[src/rtl/karnix_io_pkg.sv]
// Shared constants and helpers for the Karnix board-I/O front end.
// LED mode encodings and counter-width helpers used by the top and the key debouncer.
package karnix_io_pkg;

    localparam logic [1:0] LED_MODE_GPIO      = 2'b00;
    localparam logic [1:0] LED_MODE_PWM       = 2'b01;
    localparam logic [1:0] LED_MODE_BLINK     = 2'b10;
    localparam logic [1:0] LED_MODE_BLINK_PWM = 2'b11;

    // Ceiling log2; returns 0 for values of 0 or 1.
    function automatic int clog2(input int value);
        int r;
        r = 0;
        for (int v = value - 1; v > 0; v = v >> 1) begin
            r = r + 1;
        end
        return r;
    endfunction

    // Width of a counter that must hold 0..n-1, never narrower than one bit.
    function automatic int cnt_width(input int n);
        int w;
        w = clog2(n);
        return (w < 1) ? 1 : w;
    endfunction

endpackage

[src/rtl/karnix_board_io_if.sv]
// Bundle of key/GPIO/LED signals between the SoC side (master) and the board-I/O block (slave).
// Signal names follow the Murax top-level pin names.
interface karnix_board_io_if #(
    parameter int KEYS     = 4,
    parameter int LEDS     = 4,
    parameter int PWM_BITS = 8
);

    logic [KEYS-1:0]          io_key;
    logic [KEYS-1:0]          io_keyState;
    logic [KEYS-1:0]          io_keyPress;
    logic [KEYS-1:0]          io_keyRelease;
    logic [KEYS-1:0]          io_keyPending;
    logic [KEYS-1:0]          io_keyClear;
    logic [LEDS-1:0]          io_gpioWrite;
    logic [LEDS-1:0]          io_gpioWriteEnable;
    logic [2*LEDS-1:0]        io_ledMode;
    logic [PWM_BITS*LEDS-1:0] io_ledDuty;
    logic [LEDS-1:0]          io_led;

    modport master (
        output io_key,
        output io_keyClear,
        output io_gpioWrite,
        output io_gpioWriteEnable,
        output io_ledMode,
        output io_ledDuty,
        input  io_keyState,
        input  io_keyPress,
        input  io_keyRelease,
        input  io_keyPending,
        input  io_led
    );

    modport slave (
        input  io_key,
        input  io_keyClear,
        input  io_gpioWrite,
        input  io_gpioWriteEnable,
        input  io_ledMode,
        input  io_ledDuty,
        output io_keyState,
        output io_keyPress,
        output io_keyRelease,
        output io_keyPending,
        output io_led
    );

endinterface

[src/rtl/karnix_key_debounce.sv]
// One push-button: 2-FF synchroniser, stable-count debouncer, registered press/release
// pulses aligned with the state change, and a sticky pending flag.
module karnix_key_debounce
    import karnix_io_pkg::*;
#(
    parameter bit KEY_ACTIVE_LOW  = 1'b1,
    parameter int DEBOUNCE_CYCLES = 250000
) (
    input  logic clk_i,
    input  logic rst_ni,
    input  logic key_i,
    input  logic clear_i,
    output logic state_o,
    output logic press_o,
    output logic release_o,
    output logic pending_o
);

    localparam int            CW       = cnt_width(DEBOUNCE_CYCLES);
    localparam logic [CW-1:0] CNT_LAST = CW'(DEBOUNCE_CYCLES - 1);
    localparam logic          IDLE_PIN = KEY_ACTIVE_LOW;

    logic [1:0]    sync_q;
    logic          level;
    logic [CW-1:0] cnt_q, cnt_d;
    logic          state_q, state_d;
    logic          press_q, press_d;
    logic          release_q, release_d;
    logic          pending_q, pending_d;

    // Normalise so that 1 always means pressed.
    assign level = sync_q[1] ^ IDLE_PIN;

    always_comb begin
        cnt_d     = cnt_q;
        state_d   = state_q;
        press_d   = 1'b0;
        release_d = 1'b0;
        if (level == state_q) begin
            cnt_d = '0;
        end else if (cnt_q == CNT_LAST) begin
            state_d   = level;
            cnt_d     = '0;
            press_d   = level;
            release_d = ~level;
        end else begin
            cnt_d = cnt_q + CW'(1);
        end
        // The visible press pulse sets the flag and beats a simultaneous clear.
        pending_d = press_q | (pending_q & ~clear_i);
    end

    always_ff @(posedge clk_i) begin
        if (!rst_ni) begin
            sync_q    <= {2{IDLE_PIN}};
            cnt_q     <= '0;
            state_q   <= 1'b0;
            press_q   <= 1'b0;
            release_q <= 1'b0;
            pending_q <= 1'b0;
        end else begin
            sync_q    <= {sync_q[0], key_i};
            cnt_q     <= cnt_d;
            state_q   <= state_d;
            press_q   <= press_d;
            release_q <= release_d;
            pending_q <= pending_d;
        end
    end

    assign state_o   = state_q;
    assign press_o   = press_q;
    assign release_o = release_q;
    assign pending_o = pending_q;

endmodule

[src/rtl/karnix_board_io.sv]
// Board-I/O front end: debounced keys with events towards the GPIO port, and
// per-LED selection among GPIO-direct, PWM dimming, blink and dimmed blink.
module karnix_board_io
    import karnix_io_pkg::*;
#(
    parameter int KEYS            = 4,
    parameter int LEDS            = 4,
    parameter bit KEY_ACTIVE_LOW  = 1'b1,
    parameter int DEBOUNCE_CYCLES = 250000,
    parameter int PWM_BITS        = 8,
    parameter int BLINK_DIV       = 12500000
) (
    input logic               io_mainClk,
    input logic               io_resetn,
    karnix_board_io_if.slave  board
);

    localparam int            BW         = cnt_width(BLINK_DIV);
    localparam logic [BW-1:0] BLINK_LAST = BW'(BLINK_DIV - 1);

    logic [KEYS-1:0]     key_state;
    logic [KEYS-1:0]     key_press;
    logic [KEYS-1:0]     key_release;
    logic [KEYS-1:0]     key_pending;

    logic [PWM_BITS-1:0] pwm_q, pwm_d;
    logic [BW-1:0]       blink_cnt_q, blink_cnt_d;
    logic                blink_phase_q, blink_phase_d;
    logic [LEDS-1:0]     led_q, led_d;

    generate
        for (genvar gi = 0; gi < KEYS; gi++) begin : g_key
            karnix_key_debounce #(
                .KEY_ACTIVE_LOW  (KEY_ACTIVE_LOW),
                .DEBOUNCE_CYCLES (DEBOUNCE_CYCLES)
            ) u_key (
                .clk_i     (io_mainClk),
                .rst_ni    (io_resetn),
                .key_i     (board.io_key[gi]),
                .clear_i   (board.io_keyClear[gi]),
                .state_o   (key_state[gi]),
                .press_o   (key_press[gi]),
                .release_o (key_release[gi]),
                .pending_o (key_pending[gi])
            );
        end
    endgenerate

    assign board.io_keyState   = key_state;
    assign board.io_keyPress   = key_press;
    assign board.io_keyRelease = key_release;
    assign board.io_keyPending = key_pending;

    // Shared timebase: the PWM counter wraps naturally at its width.
    always_comb begin
        pwm_d         = pwm_q + PWM_BITS'(1);
        blink_cnt_d   = blink_cnt_q + BW'(1);
        blink_phase_d = blink_phase_q;
        if (blink_cnt_q == BLINK_LAST) begin
            blink_cnt_d   = '0;
            blink_phase_d = ~blink_phase_q;
        end
    end

    generate
        for (genvar gi = 0; gi < LEDS; gi++) begin : g_led
            logic [PWM_BITS-1:0] duty;
            logic [1:0]          mode;
            logic                pwm_on;
            logic                led_bit;

            assign duty   = board.io_ledDuty[gi*PWM_BITS +: PWM_BITS];
            assign mode   = board.io_ledMode[2*gi +: 2];
            assign pwm_on = (pwm_q < duty);

            always_comb begin
                led_bit = 1'b0;
                case (mode)
                    LED_MODE_GPIO:      led_bit = board.io_gpioWrite[gi] & board.io_gpioWriteEnable[gi];
                    LED_MODE_PWM:       led_bit = pwm_on;
                    LED_MODE_BLINK:     led_bit = blink_phase_q;
                    LED_MODE_BLINK_PWM: led_bit = blink_phase_q & pwm_on;
                    default:            led_bit = 1'b0;
                endcase
            end

            assign led_d[gi] = led_bit;
        end
    endgenerate

    always_ff @(posedge io_mainClk) begin
        if (!io_resetn) begin
            pwm_q         <= '0;
            blink_cnt_q   <= '0;
            blink_phase_q <= 1'b0;
            led_q         <= '0;
        end else begin
            pwm_q         <= pwm_d;
            blink_cnt_q   <= blink_cnt_d;
            blink_phase_q <= blink_phase_d;
            led_q         <= led_d;
        end
    end

    assign board.io_led = led_q;

endmodule

[src/flat_wrapper.sv]
// flat-port wrapper written by rule: the top's interface ports become plain ports
module karnix_board_io_flat import karnix_io_pkg::*;
#(
    parameter int KEYS            = 4,
    parameter int LEDS            = 4,
    parameter bit KEY_ACTIVE_LOW  = 1'b1,
    parameter int DEBOUNCE_CYCLES = 250000,
    parameter int PWM_BITS        = 8,
    parameter int BLINK_DIV       = 12500000
)
  (io_mainClk, io_resetn, board_io_key, board_io_keyClear, board_io_gpioWrite, board_io_gpioWriteEnable, board_io_ledMode, board_io_ledDuty, board_io_keyState, board_io_keyPress, board_io_keyRelease, board_io_keyPending, board_io_led);
  karnix_board_io_if #(.KEYS(KEYS), .LEDS(LEDS), .PWM_BITS(PWM_BITS)) board_i ();
  input logic io_mainClk;
  input logic io_resetn;
  input wire logic [$bits(board_i.io_key)-1:0] board_io_key;
  input wire logic [$bits(board_i.io_keyClear)-1:0] board_io_keyClear;
  input wire logic [$bits(board_i.io_gpioWrite)-1:0] board_io_gpioWrite;
  input wire logic [$bits(board_i.io_gpioWriteEnable)-1:0] board_io_gpioWriteEnable;
  input wire logic [$bits(board_i.io_ledMode)-1:0] board_io_ledMode;
  input wire logic [$bits(board_i.io_ledDuty)-1:0] board_io_ledDuty;
  output wire logic [$bits(board_i.io_keyState)-1:0] board_io_keyState;
  output wire logic [$bits(board_i.io_keyPress)-1:0] board_io_keyPress;
  output wire logic [$bits(board_i.io_keyRelease)-1:0] board_io_keyRelease;
  output wire logic [$bits(board_i.io_keyPending)-1:0] board_io_keyPending;
  output wire logic [$bits(board_i.io_led)-1:0] board_io_led;
  assign board_i.io_key = board_io_key;
  assign board_i.io_keyClear = board_io_keyClear;
  assign board_i.io_gpioWrite = board_io_gpioWrite;
  assign board_i.io_gpioWriteEnable = board_io_gpioWriteEnable;
  assign board_i.io_ledMode = board_io_ledMode;
  assign board_i.io_ledDuty = board_io_ledDuty;
  assign board_io_keyState = board_i.io_keyState;
  assign board_io_keyPress = board_i.io_keyPress;
  assign board_io_keyRelease = board_i.io_keyRelease;
  assign board_io_keyPending = board_i.io_keyPending;
  assign board_io_led = board_i.io_led;
  karnix_board_io #(.KEYS(KEYS), .LEDS(LEDS), .KEY_ACTIVE_LOW(KEY_ACTIVE_LOW), .DEBOUNCE_CYCLES(DEBOUNCE_CYCLES), .PWM_BITS(PWM_BITS), .BLINK_DIV(BLINK_DIV)) u_core (.io_mainClk(io_mainClk), .io_resetn(io_resetn), .board(board_i));
endmodule
[config.mk]
export PLATFORM = sky130hd
export DESIGN_NAME = karnix_board_io_flat
export DESIGN_NICKNAME = d
export VERILOG_FILES = /design/src/rtl/karnix_io_pkg.sv /design/src/rtl/karnix_board_io_if.sv /design/src/rtl/karnix_key_debounce.sv /design/src/rtl/karnix_board_io.sv /design/src/flat_wrapper.sv
export SDC_FILE = /design/constraint.sdc
export NUM_CORES = 1
export LEC_CHECK = 0
export ABC_CLOCK_PERIOD_IN_PS = 2480
export CAP_MARGIN = 40
export CORE_MARGIN = 3
export CORE_UTILIZATION = 45
export DETAILED_ROUTE_END_ITERATION = 12
export GPL_TIMING_DRIVEN = 1
export PLACE_DENSITY = 0.67
export SLEW_MARGIN = 20
export SYNTH_ARGS = -nofsm -noshare
export SYNTH_HDL_FRONTEND = slang
export SYNTH_HIERARCHICAL = 1
export SYNTH_SLANG_ARGS = --single-unit
[constraint.sdc]
create_clock -name io_mainClk -period 2.48 [get_ports io_mainClk]
set_clock_uncertainty 0.15 [all_clocks]
set_input_delay 0.496 -clock io_mainClk [delete_from_list [all_inputs] [get_ports io_mainClk]]
set_output_delay 0.496 -clock io_mainClk [all_outputs]
set_load 0.01 [all_outputs]
* Word-level counts from Yosys, hierarchy flattened
Index checks and enable logic that the tools add are counted.
Word-level totals: register bits after elaboration 133, input port bits 58
Cells by class: eq/ne operators 21, bitwise gates (word level) 34, muxes and demuxes 4, order comparisons 4, reductions and logical operators 17, add/subtract/negate cells 6
Operators by type and width (count):
- $add A18 B1 Y18 const B | 4
- $eq A18 B18 Y1 const B | 4
- $lt A8 B8 Y1 | 4
- $add A24 B1 Y24 const B | 1
- $eq A24 B24 Y1 const B | 1
- $reduce_or A3 Y1 | 8
- $not A1 Y1 | 18
- $eq A2 B2 Y1 const B | 8
- $pmux W1 S4 | 4
- $and A1 B1 Y1 | 12
- $add A8 B1 Y8 const B | 1
- $eq A2 B1 Y1 const B | 4
- $logic_not A2 Y1 | 4
- $reduce_and A2 Y1 | 4
- $eq A1 B1 Y1 | 4
- $or A1 B1 Y1 | 4
- $reduce_or A2 Y1 | 1

* Depth between registers and ports, before layout
Gate-level depths: netlist of run 1.
word-level depth 4, gate-level depth with buffers 7

* Modules after synthesis
Netlist of run 1, hierarchy kept.
By module, submodules not included:
- karnix_key_debounce | seq. area each 480.5 um2, cells each 112, instances 4, area each 1023.5 um2
- karnix_board_io | seq. area each 740.7 um2, cells each 275, instances 1, area each 2316.0 um2

* Least setup slack after synthesis of run 1
OpenSTA, ideal clock, no wires.
path type register to register, start reg u_core.g_key[0].u_key.cnt_q[10], end reg u_core.g_key[0].u_key.cnt_q[9], arrival time 1.701 ns, library setup time 0.115 ns, path slack 0.515 ns, stages on the path, launching flop included 6, period minus slack after synthesis 1.965 ns, data required time 2.215 ns, cell sequence dfxtp_1 > or4b_1 > or3_4 > o211ai_4 > buf_6 > nor2_1
Between the ends: cells in the longest elaborated chain, start to end 2
RTL lines:
- start, declared | line karnix_key_debounce.sv:25 | logic [CW-1:0] cnt_q, cnt_d;
- start signal, assigned | line karnix_key_debounce.sv:63 | cnt_q <= cnt_d;
- $eq A18 B18 Y1 | line karnix_key_debounce.sv:41 | end else if (cnt_q == CNT_LAST) begin
- $reduce_or A3 Y1 (no line)
Every way passes these cells. A chain may end at the register's enable or synchronous reset.

* Final worst setup path of run 1
start reg u_core.g_key[2].u_key.cnt_q[10], end reg u_core.g_key[2].u_key.cnt_q[16]
Between the ends: cells in the longest elaborated chain, start to end 2, elaborated cells on any way between the ends 3, those cells by class 1 x add/sub; 1 x eq/ne; 1 x reduce/logical
RTL lines (line):
- start, declared | karnix_key_debounce.sv:25
- start signal, assigned | karnix_key_debounce.sv:63
- branches (longest 2 deep; another with $add A18 B1 Y18)
Parallel ways; which one is timed is not known.

==> summary.md, run 1 <==
| Metric | Value |
|---|---|
| Yosys top cell area share | 41.54% |
| Tcrit/Tclk final | 88.67% |
| Maxcap violations | 0 |
| Final Hold Vio Count | 0 |
| DIE AREA | 0.01571 mm² |
| List of most frequent post-synthesis cells | dfxtp_1 (133), nor2_1 (110), xnor2_1 (60) |
| # H-tree levels | 4 |
| Pin count of the biggest net entering global routing | 25 |
| Syn nets | 815 |
| CTS root buf | clkbuf_16 |
| Syn Std Cell Area | 0.006410 mm² |
| CP max FO | 18 |
| Multi-input gate area | 0.003465 mm² |
| # fillers | 1177 |
| Setup_tns | 0 ps |
| Status | complete, no violations |
| Number of diodes | 0 |
| GRT Max-Usage Layer | met2 |
| Netlist cell types | 42 |
| Fin Hold WS | 253.7 ps |
| Final worst setup slack | 280.9 ps |
| Cell Count Post-Placement | 974 |
| Final Slew Violations | 0 |
| GRT overflow | 0 |
| Grt met2 use | 29.23% |
| Pre-CTS WS | 136.3 ps |
| Drt pass-1 iters | 5 |
| Finished Layout Cells | 1005 |
| Via count | 5279 |
| Final wirelength | 13940 µm |
| Most frequent cell after synthesis | dfxtp_1 |
| Wire per inst | 13.87 µm |
| Post-CTS Resized | 0 |
| Req. time, crit path | 2600 ps |
| Synth area leader | dfxtp_1 |
| Initial antenna violation count | 0 |
| Area growth syn-to-layout | 24.18% |
| PD cells | 612.5 mW/mm² |
| Boundary Pins | 78 |
| CP Capture Type | flop |
| Min-delay worst type | reg -> reg |
| Vias in the first global route | 5058 |
| CTS max path bufs | 2 |
| TritonCTS clock tree | built |
| Cell Rows | 42 |
| Post CTS Setup Buffer Count | 0 |
| CP bufs+invs | 0 |
| Starting Density | 47.28% |
| Critical path class | reg -> reg |
| CTS sink cnt | 133 |
| Share of cells above drive strength 1 | 6.514% |
| Initial DRC Count | 331 |
| Worst Tran Pin Value | 532.2 ps |
| Met3 usage | 5.544% |
| Max Freq | 454.7 MHz |
| Post-synth EDFFs | 0 |
| Startpoint types | flop |
| Storage element area | 0.002663 mm² |
| Fin util | 58.71% |
| Met1 Use GR | 22.89% |
| Antenna Nets Post-Route | 0 |
| Syn_area_per_cell | 8.866 µm² |
| Synth Register Bits | 133 |
| Core Area | 0.01356 mm² |
| IO Port Bufs | 77 |
| Worst rel slew slack | 64.19% |
| # hold bufs at CTS | 0 |
| Cell count after synthesis | 723 |
| Vias per inst | 5.253 |
| CTS clk-pin slew, worst paths | 50 ps |
| Top FF cell, synth | dfxtp_1 |
| CP Cell Sequence | or4b_1 -> or3_4 -> o211ai_4 -> nor3_1 |
| Final instance area | 0.007960 mm² |
| Final min period | 2199 ps |
| Pleak | 2.839 nW |
| Clk_lat worst skew | 410 ps |
| Cell Area, Placed | 0.007365 mm² |
| Die Span Y | 125.4 µm |
| Dpl hpwl | 10170 µm |
| GR Util All Layers | 18.06% |
| CTS buffer count | 17 |
| Seq/Total Area, Yosys | 41.54% |
| Critical Path AT | 2320 ps |
| Fraction of registers with async set/reset | 0% |
| Max incr delay on CP | 530 ps |
| NumNets Final | 909 |
| Yosys warnings | 6 |
| Total power | 4.875 mW |
| Residual DRC | 0 |
| Die width | 125.4 µm |
| Worst path top cell family by delay | simple AND/OR/NAND/NOR gates |
| Top cells by area, synth | dfxtp_1 (42%), xnor2_1 (8.2%), ha_1 (6.6%) |
| Count of final setup violators | 0 |
| Slowest cell on crit path | or4b_1 |
| Gp weighted congestion | 0.8689 |
| First-pass GRT wire length | 23630 µm |
| Unrepaired setup endpoints after global routing | no |
| Worst vdd ir | 0.3311 mV |
==> layout make-up <==
| cell class | count | share of cell area [%] |
|---|---|---|
| tap | 176 | 2.766 |
| clock buffer | 23 | 6.256 |
| timing repair buffer | 83 | 10.19 |
| multi-input combinational | 527 | 43.52 |
| clock inverter | 8 | 1.226 |
| sequential | 133 | 33.45 |
| inverter | 55 | 2.594 |
==> kinds of logic after synthesis <==
group | Yosys count | synth area share [%]
and+or+nand+nor | 338 | 28.05
DFF | 133 | 41.54
buffers and inverters | 63 | 4.411
adders and majority gates | 34 | 6.637
AOI/OAI and AO/OA | 71 | 7.886
xor gates and xnor gates | 84 | 11.48
==> where the power goes <==
group	total, mW	switching, mW	internal (mW)
Sequential	2.18	0.0209	2.16
Combinational	0.232	0.0953	0.137
Clock	2.46	0.864	1.60
==> worst reg2reg max path: stages (launching register included) <==
cell and delay (ps):
dfxtp_1 370, or4b_1 530, or3_4 430, o211ai_4 450, nor3_1 130
==> layer usage <==
layer,routed length [µm],share of wire (%)
met5,0,0
met4,224,1.6
met3,701,5.0
met2,6451,46
met1,6565,47
==> final timing paths <==
kind | start | cells past startpoint | slack (ps) | to
max | u_core/g_key[2].u_key/cnt_q[10] | 4 | 280 | u_core/g_key[2].u_key/cnt_q[16]
min | u_core/g_key[2].u_key/sync_q[0] | 1 | 250 | u_core/g_key[2].u_key/sync_q[1]
min reg2reg | u_core/g_key[2].u_key/sync_q[0] | 1 | 250 | u_core/g_key[2].u_key/sync_q[1]
max reg2reg | u_core/g_key[2].u_key/cnt_q[10] | 4 | 280 | u_core/g_key[2].u_key/cnt_q[16]
==> registers in the layout, summed over array words and instances, names as in the netlist, 4 cells and up <==
register,count
u_core/g_key.u_key/cnt_q,72
u_core/blink_cnt_q,24
u_core/g_key.u_key/sync_q,8
u_core/pwm_q,8
u_core/board.io_led,4
u_core/g_key.u_key/pending_o,4
u_core/g_key.u_key/press_o,4
u_core/g_key.u_key/release_o,4
u_core/g_key.u_key/state_o,4
==> layout by cell type (no fill, tap or decap), types with 23 or more instances in the layout <==
| cell | n |
|---|---|
| nand4_1 | 29 |
| dfxtp_1 | 133 |
| inv_1 | 55 |
| nor2_1 | 110 |
| nand3_1 | 35 |
| xor2_1 | 24 |
| nand2_1 | 36 |
| a21oi_1 | 24 |
| xnor2_1 | 60 |
| nor4_1 | 23 |
| clkdlybuf4s50_1 | 76 |
| nor3_1 | 26 |
| ha_1 | 34 |
(Power assumes the default switching activity.)
==> inputs of run 2 (changes only) <==
- PLACE_DENSITY: 0.67 -> default
- PLACE_DENSITY_LB_ADDON: default -> 0.12
- SLEW_MARGIN: 20 -> 25
==> run 2 against run 1 <==
  * Critical path depth did not move
  * Flip-flop and latch count did not move
  * Routed wire length fell by 1.9%
  * Critical endpoint is now u_core/g_key[1].u_key/cnt_q[16]
  * Largest power group unchanged
  * Setup slack improved by 18 ps
  * Sequential power barely moved
  * Cell area rose by 0.30%
  * Fmax rose by 0.81%
  * Largest cell class unchanged
  * Global-route usage fell by 0.090 points
  * Die area did not move
==> summary.md, run 2 (synthesized netlist as in run 1, its figures left out) <==
| Metric | Value |
|---|---|
| Status | complete, no violations |
| Final Hold Vio Count | 0 |
| Via count | 5256 |
| Met3 usage | 5.075% |
| Number of diodes | 0 |
| Final instance area | 0.007984 mm² |
| Cell Area, Placed | 0.007365 mm² |
| CTS buffer count | 17 |
| Most common cell after layout, fill and taps aside | dfxtp_1 |
| IO Port Bufs | 77 |
| Worst R2R Setup Slack | 300 ps |
| Pin count of the biggest net entering global routing | 25 |
| CTS sink cnt | 133 |
| Finished Layout Cells | 1005 |
| Total power | 4.988 mW |
| DIE AREA | 0.01571 mm² |
| Unrepaired setup endpoints after global routing | no |
| Die width | 125.4 µm |
| Final wirelength | 13680 µm |
| Final worst setup slack | 298.7 ps |
| Fin Hold WS | 251.4 ps |
| Worst vdd ir | 0.3751 mV |
| CP max FO | 18 |
| GRT Max-Usage Layer | met2 |
| # H-tree levels | 4 |
| TritonCTS clock tree | built |
| Gp weighted congestion | 0.8679 |
| Post-CTS Resized | 0 |
| GRT overflow | 0 |
| Largest register by flop count | u_core/g_key.u_key/cnt_q |
| Wire per inst | 13.62 µm |
| Final min period | 2181 ps |
| Area growth syn-to-layout | 24.56% |
| Pre-CTS WS | 107.1 ps |
| # hold bufs at CTS | 0 |
| Worst Tran Pin Value | 518.4 ps |
| # fillers | 1189 |
| HP Start | u_core/g_key[2].u_key/sync_q[0] |
| Cell Count Post-Placement | 974 |
| Antenna Nets Post-Route | 0 |
| First-pass GRT wire length | 23650 µm |
| Fin util | 58.89% |
| Share of cells above drive strength 1 | 6.514% |
| Dpl hpwl | 10060 µm |
| Min-delay worst type | reg -> reg |
| R2R Path Start | u_core/g_key[1].u_key/cnt_q[10] |
| Grt met2 use | 29.71% |
| PD cells | 624.7 mW/mm² |
| Top flop regs | u_core/g_key.u_key/cnt_q x72, u_core/blink_cnt_q x24 |
| Clk_lat worst skew | 410 ps |
| Core Area | 0.01356 mm² |
| Pleak | 2.857 nW |
| NumNets Final | 909 |
| Residual DRC | 0 |
| Initial antenna violation count | 0 |
| Slowest cell on crit path | or4b_1 |
| CTS max path bufs | 2 |
| Most frequent cells in the layout | dfxtp_1 (133), nor2_1 (110), clkdlybuf4s50_1 (76) |
| Req. time, crit path | 2600 ps |
| Drt pass-1 iters | 5 |
| Maxcap violations | 0 |
| Startpoint types | flop |
| Initial DRC Count | 183 |
| CP Cell Sequence | or4b_1 -> or3_4 -> o211ai_4 -> nor3_1 |
| Met1 Use GR | 22.65% |
| Post CTS Setup Buffer Count | 0 |
| Tcrit/Tclk final | 87.96% |
| CTS root buf | clkbuf_16 |
| Starting Density | 47.28% |
| CP Launch Point | u_core/g_key[1].u_key/cnt_q[10] |
| CP Capture Type | flop |
| Critical Path AT | 2310 ps |
| Count of final setup violators | 0 |
| Die Span Y | 125.4 µm |
| Vias per inst | 5.230 |
| Storage element area | 0.002663 mm² |
| Largest register FFs | 72 |
| Multi-input gate area | 0.003465 mm² |
| Setup_tns | 0 ps |
| Max Freq | 458.4 MHz |
| Vias in the first global route | 5165 |
| Final Slew Violations | 0 |
| Boundary Pins | 78 |
| Cell Rows | 42 |
| GR Util All Layers | 17.97% |
| Worst rel slew slack | 65.27% |
| Critical path class | reg -> reg |
| CTS clk-pin slew, worst paths | 50 ps |
| Max incr delay on CP | 530 ps |
## run 2: changes by cell type in the layout (fill, tap and decap cells not counted), sizes merged
cell / previous run / this run
bufinv: 2 / 3
clkinv: 3 / 4
clkinvlp: 3 / 1
## run 2: final timing paths
| path | endpoint | cells past startpoint |
|---|---|---|
| setup / recovery | u_core/g_key[1].u_key/cnt_q[16] | 4 |
| hold / removal | u_core/g_key[2].u_key/sync_q[1] | 1 |
| setup reg to reg | u_core/g_key[1].u_key/cnt_q[16] | 4 |
| hold reg to reg | u_core/g_key[2].u_key/sync_q[1] | 1 |
## run 2: routing by layer
| metal | vias up | share of wire [%] |
|---|---|---|
| li1 | 2707 | - |
| met1 | 2435 | 47 |
| met2 | 99 | 48 |
| met3 | 15 | 4.2 |
| met4 | 0 | 1.1 |
| met5 | - | 0 |
## run 2: area by class of cell
| type | count | area share (%) |
|---|---|---|
| Tap cell | 176 | 2.758 |
| Timing Repair Buffer | 83 | 10.16 |
| Multi-Input combinational cell | 527 | 43.39 |
| Clock buffer | 23 | 6.237 |
| Clock inverter | 8 | 1.520 |
| Sequential cell | 133 | 33.35 |
| Inverter | 55 | 2.586 |
## run 2: where the power goes
group	switching, mW	leakage, nW	internal [mW]
clock network	0.875	0.305	1.70
registers	0.0208	1.08	2.16
logic	0.0931	1.48	0.137
## run 2: critical path: cells and delay by family, from the launching register on
kind	cells	cell delay, ps
DFF	1	360
and+or+nand+nor	3	1080
AOI/OAI and AO/OA	1	450
==> inputs of run 3 (changes only) <==
- ABC_CLOCK_PERIOD_IN_PS: 2480 -> 2800
- MAX_ROUTING_LAYER: default -> met4
- clock period: 2.48 -> 2.8 ns (I/O delays scaled with it)
==> run 3 against run 2 <==
  * Sequential power is 11% lower
  * Worst hold slack better by 3.6 ps
  * Cell count is 0.30% lower
  * Setup slack better by 250 ps
  * Critical path type unchanged
==> summary.md, run 3 (synthesized netlist as in run 1, its figures left out) <==
| Metric | Value |
|---|---|
| Via count | 5258 |
| Final wirelength | 13970 µm |
| Psw | 0.9245 mW |
| CTS clk-pin slew, worst paths | 60 ps |
| Final Slew Violations | 0 |
| Total power | 4.498 mW |
| Combinational power share | 4.6% |
| GR Util All Layers | 18.68% |
| Pin count of the biggest net entering global routing | 32 |
| Most common cell after layout, fill and taps aside | dfxtp_1 |
| Critical Path AT | 2380 ps |
| Top flop regs | u_core/g_key.u_key/cnt_q x72, u_core/blink_cnt_q x24 |
| Max incr delay on CP | 450 ps |
| Antenna Nets Post-Route | 0 |
| DIE AREA | 0.01571 mm² |
| First-pass GRT wire length | 23890 µm |
| Sequential Power Share | 42.9% |
| Final min period | 2254 ps |
| Dpl hpwl | 10000 µm |
| Die width | 125.4 µm |
| Number of diodes | 0 |
| Core Area | 0.01356 mm² |
| TritonCTS clock tree | built |
| Count of final setup violators | 0 |
| Initial antenna violation count | 0 |
| Max Freq | 443.6 MHz |
| Boundary Pins | 78 |
| Cell Area, Placed | 0.007347 mm² |
| GRT overflow | 0 |
| PD cells | 563.6 mW/mm² |
| CTS buffer count | 17 |
| Post-CTS Resized | 0 |
| Vias per inst | 5.248 |
| Worst Tran Pin Value | 528.1 ps |
| CTS sink cnt | 133 |
| Startpoint types | flop |
| Worst vdd ir | 0.3662 mV |
| Req. time, crit path | 2930 ps |
| Status | complete, no violations |
| Tcrit/Tclk final | 80.50% |
| Sw frac | 20.55% |
| Setup_tns | 0 ps |
| Gp weighted congestion | 0.8756 |
| CTS max path bufs | 2 |
| Wire per inst | 13.94 µm |
| Clk_lat worst skew | 410 ps |
| Largest register by flop count | u_core/g_key.u_key/cnt_q |
| Starting Density | 47.28% |
| CP Cell Sequence | ha_1 -> nand3_1 -> or3_4 -> o211ai_4 -> nor3_1 |
| # H-tree levels | 4 |
| Most frequent cells in the layout | dfxtp_1 (133), nor2_1 (110), clkdlybuf4s50_1 (76) |
| Pint | 3.574 mW |
| Critical path class | reg -> reg |
| CP Capture Type | flop |
| Pleak | 2.839 nW |
| Clock share of power | 52.6% |
| # hold bufs at CTS | 0 |
| CP max FO | 18 |
| Vias in the first global route | 5122 |
| Min-delay worst type | reg -> reg |
| CTS root buf | clkbuf_16 |
| Residual DRC | 0 |
| NumNets Final | 905 |
| Cell Rows | 42 |
| Slowest cell on crit path | or3_4 |
| Share of cells above drive strength 1 | 6.053% |
| Drt pass-1 iters | 5 |
| Final instance area | 0.007981 mm² |
| Die Span Y | 125.4 µm |
| IO Port Bufs | 77 |
| Initial DRC Count | 218 |
| Area growth syn-to-layout | 24.52% |
| Post CTS Setup Buffer Count | 0 |
| Final Hold Vio Count | 0 |
| Worst rel slew slack | 64.62% |
| Maxcap violations | 0 |
| Unrepaired setup endpoints after global routing | no |
| Largest register FFs | 72 |
## run 3: layout make-up
class / instances / area, µm²
flip-flops and latches: 133 / 2663
well taps: 176 / 220.2
repair buffers: 79 / 793.3
clock inverters: 11 / 173.9
clock buffers: 21 / 460.4
inverters: 55 / 206.4
fillers: 1207 / 5577
multi-input cells: 527 / 3465
## run 3: path summary, 6_finish.rpt
check | start | endpoint | slack (ps) | cells past startpoint
hold reg to reg | u_core/g_key[3].u_key/sync_q[0] | u_core/g_key[3].u_key/sync_q[1] | 250 | 1
hold / removal | u_core/g_key[3].u_key/sync_q[0] | u_core/g_key[3].u_key/sync_q[1] | 250 | 1
setup / recovery | u_core/g_key[2].u_key/cnt_q[0] | u_core/g_key[2].u_key/cnt_q[16] | 550 | 5
setup reg to reg | u_core/g_key[2].u_key/cnt_q[0] | u_core/g_key[2].u_key/cnt_q[16] | 550 | 5
## run 3: power by group through the flow
stage | Sequential (mW) | Clock [mW] | Combinational, mW
2_1_floorplan | 1.97 | 0 | 0.0911
3_3_place_gp | 1.97 | 0 | 0.201
3_5_place_dp | 1.97 | 0 | 0.206
4_1_cts | 1.93 | 2.42 | 0.208
5_1_grt | 1.93 | 2.49 | 0.231
6_report | 1.93 | 2.36 | 0.205
## run 3: through the flow
stage          util (%)  instances  setup slack (ps)  hold slack [ps]
2_1_floorplan         -        723             834.7            236.3
3_3_place_gp      54.19        970             427.9            239.5
3_5_place_dp      54.19        970             363.9            246.4
4_1_cts           58.87       1002             578.8            248.2
5_1_grt           58.87       1002             416.0            277.5
6_report          58.87       1002             545.9            254.9
## run 3: critical path: cells and delay by family (launching register included)
| family | cells | cell delay, ps |
|---|---|---|
| flip-flops | 1 | 400 |
| AO/OA/AOI/OAI | 1 | 450 |
| adder cells (fa/ha/maj) | 1 | 260 |
| AND/OR/NAND/NOR | 3 | 850 |
## run 3: per-layer routing
layer	vias up	track usage (%)	share of wire (%)
met1	2437	22.68	46
met3	13	4.179	4.1
met2	112	30.28	49
met5	-	-	0
li1	2696	-	-
met4	0	7.398	1.2
